**src/rtl/operand_fetch.sv**
```systemverilog
// Operand fetch stage: 8x8 register file feeding a registered, ready/valid ALU operand slot.
// Define OPERAND_FETCH_BYPASS_EN to forward writeback data at accept and into a stalled held operand.
module operand_fetch #(
   parameter bit ZERO_REG = 1'b1
) (
   input  logic       clk,
   input  logic       rst_n,
   input  logic       in_valid,
   output logic       in_ready,
   input  logic [2:0] in_ctrl,
   input  logic [2:0] in_rs1_addr,
   input  logic [2:0] in_rs2_addr,
   input  logic [2:0] in_rd_addr,
   input  logic       wb_en,
   input  logic [2:0] wb_addr,
   input  logic [7:0] wb_data,
   output logic       out_valid,
   input  logic       out_ready,
   output logic [7:0] rs1,
   output logic [7:0] rs2,
   output logic [2:0] ctrl,
   output logic [2:0] rd_addr
);

   logic [7:0] rf [8];
   logic       accept;
   logic       wr_ok;
   logic [7:0] rd1;
   logic [7:0] rd2;

   assign in_ready = !out_valid || out_ready;
   assign accept   = in_valid && in_ready;
   // a write to r0 is dropped entirely, so it must never be forwarded either
   assign wr_ok    = wb_en && !(ZERO_REG && (wb_addr == 3'd0));

   always_comb begin
      rd1 = (ZERO_REG && (in_rs1_addr == 3'd0)) ? 8'h00 : rf[in_rs1_addr];
      rd2 = (ZERO_REG && (in_rs2_addr == 3'd0)) ? 8'h00 : rf[in_rs2_addr];
`ifdef OPERAND_FETCH_BYPASS_EN
      if (wr_ok && (wb_addr == in_rs1_addr)) rd1 = wb_data;
      if (wr_ok && (wb_addr == in_rs2_addr)) rd2 = wb_data;
`endif
   end

   always_ff @(posedge clk or negedge rst_n) begin
      if (!rst_n) begin
         for (int i = 0; i < 8; i++) rf[i] <= 8'h00;
      end else if (wr_ok) begin
         rf[wb_addr] <= wb_data;
      end
   end

   always_ff @(posedge clk or negedge rst_n) begin
      if (!rst_n) begin
         out_valid <= 1'b0;
      end else if (accept) begin
         out_valid <= 1'b1;
      end else if (out_ready) begin
         out_valid <= 1'b0;
      end
   end

`ifdef OPERAND_FETCH_BYPASS_EN
   logic [2:0] src1_q;
   logic [2:0] src2_q;
   logic       stall;

   assign stall = out_valid && !out_ready;

   always_ff @(posedge clk or negedge rst_n) begin
      if (!rst_n) begin
         rs1     <= 8'h00;
         rs2     <= 8'h00;
         ctrl    <= 3'b000;
         rd_addr <= 3'b000;
         src1_q  <= 3'd0;
         src2_q  <= 3'd0;
      end else if (accept) begin
         rs1     <= rd1;
         rs2     <= rd2;
         ctrl    <= in_ctrl;
         rd_addr <= in_rd_addr;
         src1_q  <= in_rs1_addr;
         src2_q  <= in_rs2_addr;
      end else if (stall && wr_ok) begin
         // held operands snoop writeback so the ALU never consumes a stale value
         if (wb_addr == src1_q) rs1 <= wb_data;
         if (wb_addr == src2_q) rs2 <= wb_data;
      end
   end
`else
   always_ff @(posedge clk or negedge rst_n) begin
      if (!rst_n) begin
         rs1     <= 8'h00;
         rs2     <= 8'h00;
         ctrl    <= 3'b000;
         rd_addr <= 3'b000;
      end else if (accept) begin
         rs1     <= rd1;
         rs2     <= rd2;
         ctrl    <= in_ctrl;
         rd_addr <= in_rd_addr;
      end
   end
`endif

endmodule

```
**config.mk**
```make
export PLATFORM = sky130hd
export DESIGN_NAME = operand_fetch
export DESIGN_NICKNAME = d
export VERILOG_FILES = /design/src/rtl/operand_fetch.sv
export SDC_FILE = /design/constraint.sdc
export NUM_CORES = 1
export LEC_CHECK = 0
export ABC_CLOCK_PERIOD_IN_PS = 1530
export BUFFER_PORTS_ARGS = -buffer_cell sky130_fd_sc_hd__buf_2
export CAP_MARGIN = 20
export CORE_MARGIN = 8
export CORE_UTILIZATION = 30
export DETAILED_ROUTE_END_ITERATION = 7
export GPL_ROUTABILITY_DRIVEN = 0
export GPL_TIMING_DRIVEN = 0
export MAX_ROUTING_LAYER = met4
export SYNTH_ARGS = -nofsm -noshare
export SYNTH_HDL_FRONTEND = slang
export SYNTH_SLANG_ARGS = --single-unit
```
**constraint.sdc**
```tcl
create_clock -name clk -period 1.53 [get_ports clk]
set_clock_uncertainty 0.15 [all_clocks]
set_input_delay 0.2295 -clock clk [delete_from_list [all_inputs] [get_ports clk]]
set_output_delay 0.2295 -clock clk [all_outputs]
set_load 0.03 [all_outputs]
```
### Word level (Yosys, flattened, before mapping)

Index checks and enable logic that the tools add are counted.

| storage, ports and cells | value |
|---|---|
| logic and storage cells | 43 |
| output and inout bits | 24 |
| register bits | 87 |
| bits of input ports | 28 |

| operators by class | value |
|---|---|
| bitwise logic cells | 3 |
| reductions and logical operators | 10 |
| multiplexer cells | 13 |
| magnitude comparators | 4 |

Operator list:

| operator | number |
|---|---|
| 64-bit bitwise mux | 1 |
| 8-bit 2-to-1 mux | 7 |
| 8-bit binary-select mux with 3-bit select | 2 |
| 8-bit demux with 3-bit select | 1 |
| 4-bit greater-or-equal comparator, second input constant | 3 |
| 3-bit inverter with 4-bit output | 3 |
| 3-bit logical NOT | 3 |
| 4-bit by 1-bit < comparator with 1-bit output, second input constant | 1 |
| 1-bit logical AND | 3 |
| 1-bit logical NOT | 2 |
| 1-bit 2-to-1 mux | 2 |
| 2-bit nonzero test | 1 |
| 1-bit logical OR | 1 |

### Logic depth before layout (Yosys ltp)

| depth | value |
|---|---|
| depth in word-level cells | 6 |
| depth in mapped cells | 6 |
| gate-level depth less buffers | 4 |

### Worst setup path before layout

OpenSTA, ideal clock, no wires.

| timing path | value |
|---|---|
| kind | reg-to-reg |
| start point | register out_valid |
| end point | register rs2[5] |
| setup slack | -307 ps |
| path buffers | 2 |
| stages on the path, launching flop included | 6 |
| arrival | 1566 ps |
| library setup time | 121 ps |
| data required time | 1259 ps |
| path through | dfrtp_1 -> nand2b_1 -> and2_1 -> buf_2 -> clkbuf_1 -> o22a_1 |

| between the ends | value |
|---|---|
| cells in the longest elaborated chain, start to end | 3 |

RTL lines:

| item | line | RTL |
|---|---|---|
| start: declaration | 17 | `output logic out_valid,` |
| start signal: assignment | 55 | `out_valid <= 1'b0;` |
| start signal: assignment | 57 | `out_valid <= 1'b1;` |
| start signal: assignment | 59 | `out_valid <= 1'b0;` |
| 1-bit logical NOT | 31 | `assign in_ready = !out_valid \|\| out_ready;` |
| 1-bit logical OR | 31 |  |
| via in_ready | 9 | `output logic in_ready,` |
| 1-bit logical AND | 32 | `assign accept = in_valid && in_ready;` |
| end signal: assignment | 100 | `rs2 <= rd2;` |
| end: declaration | 20 | `output logic [7:0] rs2,` |

The timed path passes the listed nets, and every way through them passes these cells.
A chain may end at the register's enable or synchronous reset.

### Final worst setup path

| timing path | value |
|---|---|
| start point | input port wb_addr[1] |
| end point | register rf[21] in the netlist's numbering |

| between the ends | value |
|---|---|
| cells in the longest elaborated chain, start to end | 6 |
| elaborated cells between the ends (all ways) | 10 |
| those cells by class | 2 x order compare; 3 x mux; 1 x bitwise; 4 x reduce/logical |

RTL lines:

| item | line | RTL |
|---|---|---|
| start: declaration | 15 | `input logic [2:0] wb_addr,` |
| 3-bit inverter with 4-bit output (implied by the code) | 49 | `rf[wb_addr] <= wb_data;` |
| 4-bit greater-or-equal comparator (implied by the code) or 4-bit by 1-bit < comparator with 1-bit output (tied branches) | 49 |  |
| 1-bit logical AND (implied by the code) | 49 |  |
| 8-bit 2-to-1 mux (implied by the code) | 49 |  |
| 8-bit demux with 3-bit select | 49 |  |
| 64-bit bitwise mux | 49 |  |
| end signal: indexed assignment | 49 |  |
| end: declaration | 25 | `logic [7:0] rf [8];` |

Several ways; a longest one is shown, not always the timed one.

==> metrics.txt <==
status completed; clock latency at the later pin of the worst-skew pair 340 ps; Hold Path End out_valid$_DFFE_PN0P_; Core Footprint 12700 sq um; CTS tree done; Max Cap Viol 0; worst reg2reg setup slack 80 ps; vias 2791; Final nets 397; layout cell share with drive strength beyond 1 42.5%; Tmin final 1490 ps; hold wc startpoint out_ready; largest net degree at the start of global routing 67; Finish-stage setup viols 0; Finished Layout Cells 544; drt wl/cell 19.8 microns; vias in the first global route 2891; first-pass GRT wire length 16400 microns; Fin. Hold Viols 0; Max IR drop VDD 0.523 mV; TNS Setup 0 ps; H-Tree Depth 3; Required @ worst endpoint 1600 ps; row count 41; Unique masters post-synth 29; total grt overflow 0; Mapped Area 3920 sq um; Post-Syn Instances 304; Post-synth EDFFs 0; CP endpoint kind flip-flop; # diodes 0; Vias per Instance 5.13; Placed Area 4410 sq um; critical path type primary input to flip-flop; clk root buf clkbuf_16; DR pass1 iterations 4; Final Cell Area 4750 sq um; Layout area overhead 21.2%; post-synth net total 332; hpwl dp 7140 microns; max_slew headroom 50.1%; total CTS buffers 9; clock-pin slew on the worst setup and hold paths 60 ps; DIE AREA 17000 sq um; initial antenna violation count 0; Synth Warn # 0; Startpoint Class primary input; PD cells 1290 nW/um^2; Post-synth ARST share 100%; chip width 130 microns; setup repair after global routing missed its margin no; dpl cells 522; FF+latch count, synth 79; crit share post-route 97.4%; IO buf count 45; Crit Reg-Reg Endpoint rs2[6]$_DFFE_PN0P_; R2R depth 5; Starting Density 30.9%; leakage power 2.11 nW; fillers 1262; gr usage total 13.4%; clock sinks 79; WHS Path Cells 3; post-route ant nets 0; f_max 0.671 GHz; register area share after synthesis 50.4%; drt drc 0; Final Power 0.00615 W; worst hold path class primary input to flip-flop; number of I/O pins 52; Starting DRT DRC Count 187; Final Max Tran Viols 0; Die H 130 microns; final wirelength 10800 microns; Top FF cell, synth dfrtp_1; crit-path max FO 8; WP data arrival 1560 ps; Clock Path Buffers 2; Avg Inst Size Synth 12.9 sq um; R2R Path Start out_valid$_DFFE_PN0P_; Slew @ Worst Pin 745 ps
==> metrics by stage <==
stage | hold WS [ps] | util, % | worst slack, ps
6_report | 36.2 | 37.5 | 40.4
4_1_cts | 31.3 | 37.3 | 0.459
3_5_place_dp | -49.8 | 34.8 | -372
3_3_place_gp | 273 | 34.6 | -630
5_1_grt | 61.9 | 37.5 | 7.53
2_1_floorplan | -216 | - | 3.12
==> routing by layer <==
| metal | part of all wire (%) | global-route usage (%) | vias to the layer above |
|---|---|---|---|
| met5 | 0 | - | - |
| met4 | 1.5 | 3.69 | 0 |
| met3 | 6.3 | 3.18 | 16 |
| met2 | 47 | 21.6 | 82 |
| met1 | 45 | 16.6 | 1420 |
| li1 | - | - | 1273 |
==> power by group <==
group / leakage [nW] / internal (W) / total [W] / switching (W)
sequential: 0.947 / 0.00253 / 0.00283 / 0.000300
combinational: 1.04 / 0.000718 / 0.00147 / 0.000755
clock: 0.122 / 0.00107 / 0.00185 / 0.000773
total: 2.11 / 0.00432 / 0.00615 / 0.00183
==> flip-flops by register name (all words and copies together) (netlist names) <==
register   count
rs2            8
ctrl           3
out_valid      1
rs1            8
rf            56
rd_addr        3
==> worst max path at each step <==
stage | startpoint | to | slack (ps)
floorplan | out_valid$_DFFE_PN0P_ | rs2[6]$_DFFE_PN0P_ | 3
global placement | rst_n | out_valid$_DFFE_PN0P_ | -630
detailed placement | in_rs1_addr[2] | rs1[5]$_DFFE_PN0P_ | -370
CTS | out_valid$_DFFE_PN0P_ | rs1[6]$_DFFE_PN0P_ | 0.5
global route | out_valid$_DFFE_PN0P_ | rs2[6]$_DFFE_PN0P_ | 8
finish | wb_addr[1] | rf[21]$_DFFE_PN0P_ | 40
==> worst max-delay path, stage by stage <==
cell and delay (ps):
buf_2 140, nand4b_1 670, mux2_2 510
==> timing repair <==
| action | in CTS | in global routing |
|---|---|---|
| pin swaps | 0 | 0 |
| hold buffers | 8 | 0 |
| gates resized for setup | 2 | 5 |
| setup endpoints to repair | 13 | 20 |
| setup buffers | 0 | 2 |
| endpoints found under the hold margin | 86 | 0 |
==> cells by family after synthesis <==
kind of cell / synth area share (%)
AO/OA/AOI/OAI: 9.52
multiplexers: 30.1
buffers and inverters: 3.51
flip-flops: 50.4
AND/OR/NAND/NOR: 6.42
==> layout make-up <==
class	instances	area, sq um	share of cell area, %
Clock buffer	12	236	4.98
Clock inverter	2	10.0	0.211
Sequential cell	79	1980	41.6
Multi-Input combinational cell	204	1820	38.2
Timing Repair Buffer	56	350	7.37
Tap cell	172	215	4.53
Buffer	19	144	3.03
==> placed cells by master (no fill, tap or decap), drive strengths merged <==
cell type    instances
a21oi                6
mux2                75
nand4b               3
o221ai               9
or2b                 1
o21ai                1
a22oi                4
nor4bb               2
clkbuf              15
nand2               30
nand4                1
dlygate4sd3          8
buf                 64
nor2b                2
clkinv               2
o22a                 9
a211oi               5
dfrtp               79
and2                 1
nand2b               3
nor2                 5
o31ai                5
a221oi               5
mux4                 2
nor3                 1
o22ai                5
mux2i               29
==> cell usage after synthesis (all sizes together), types with 2 or more instances <==
master / count / share of area, %
o31ai: 5 / 0.96
o22a: 9 / 2.0
clkbuf: 5 / 0.48
nand4b: 3 / 0.67
mux4: 2 / 1.1
dfrtp: 79 / 50
nor4bb: 2 / 0.51
a21oi: 6 / 0.77
o221ai: 9 / 2.0
nor2: 5 / 0.48
mux2i: 29 / 7.4
a221oi: 5 / 1.1
mux2: 75 / 22
nor2b: 2 / 0.32
nand2: 30 / 2.9
a22oi: 4 / 0.77
nand2b: 3 / 0.48
o22ai: 5 / 0.80
a211oi: 5 / 0.96
buf: 16 / 3.0
Power figures use the tool's default switching activity.
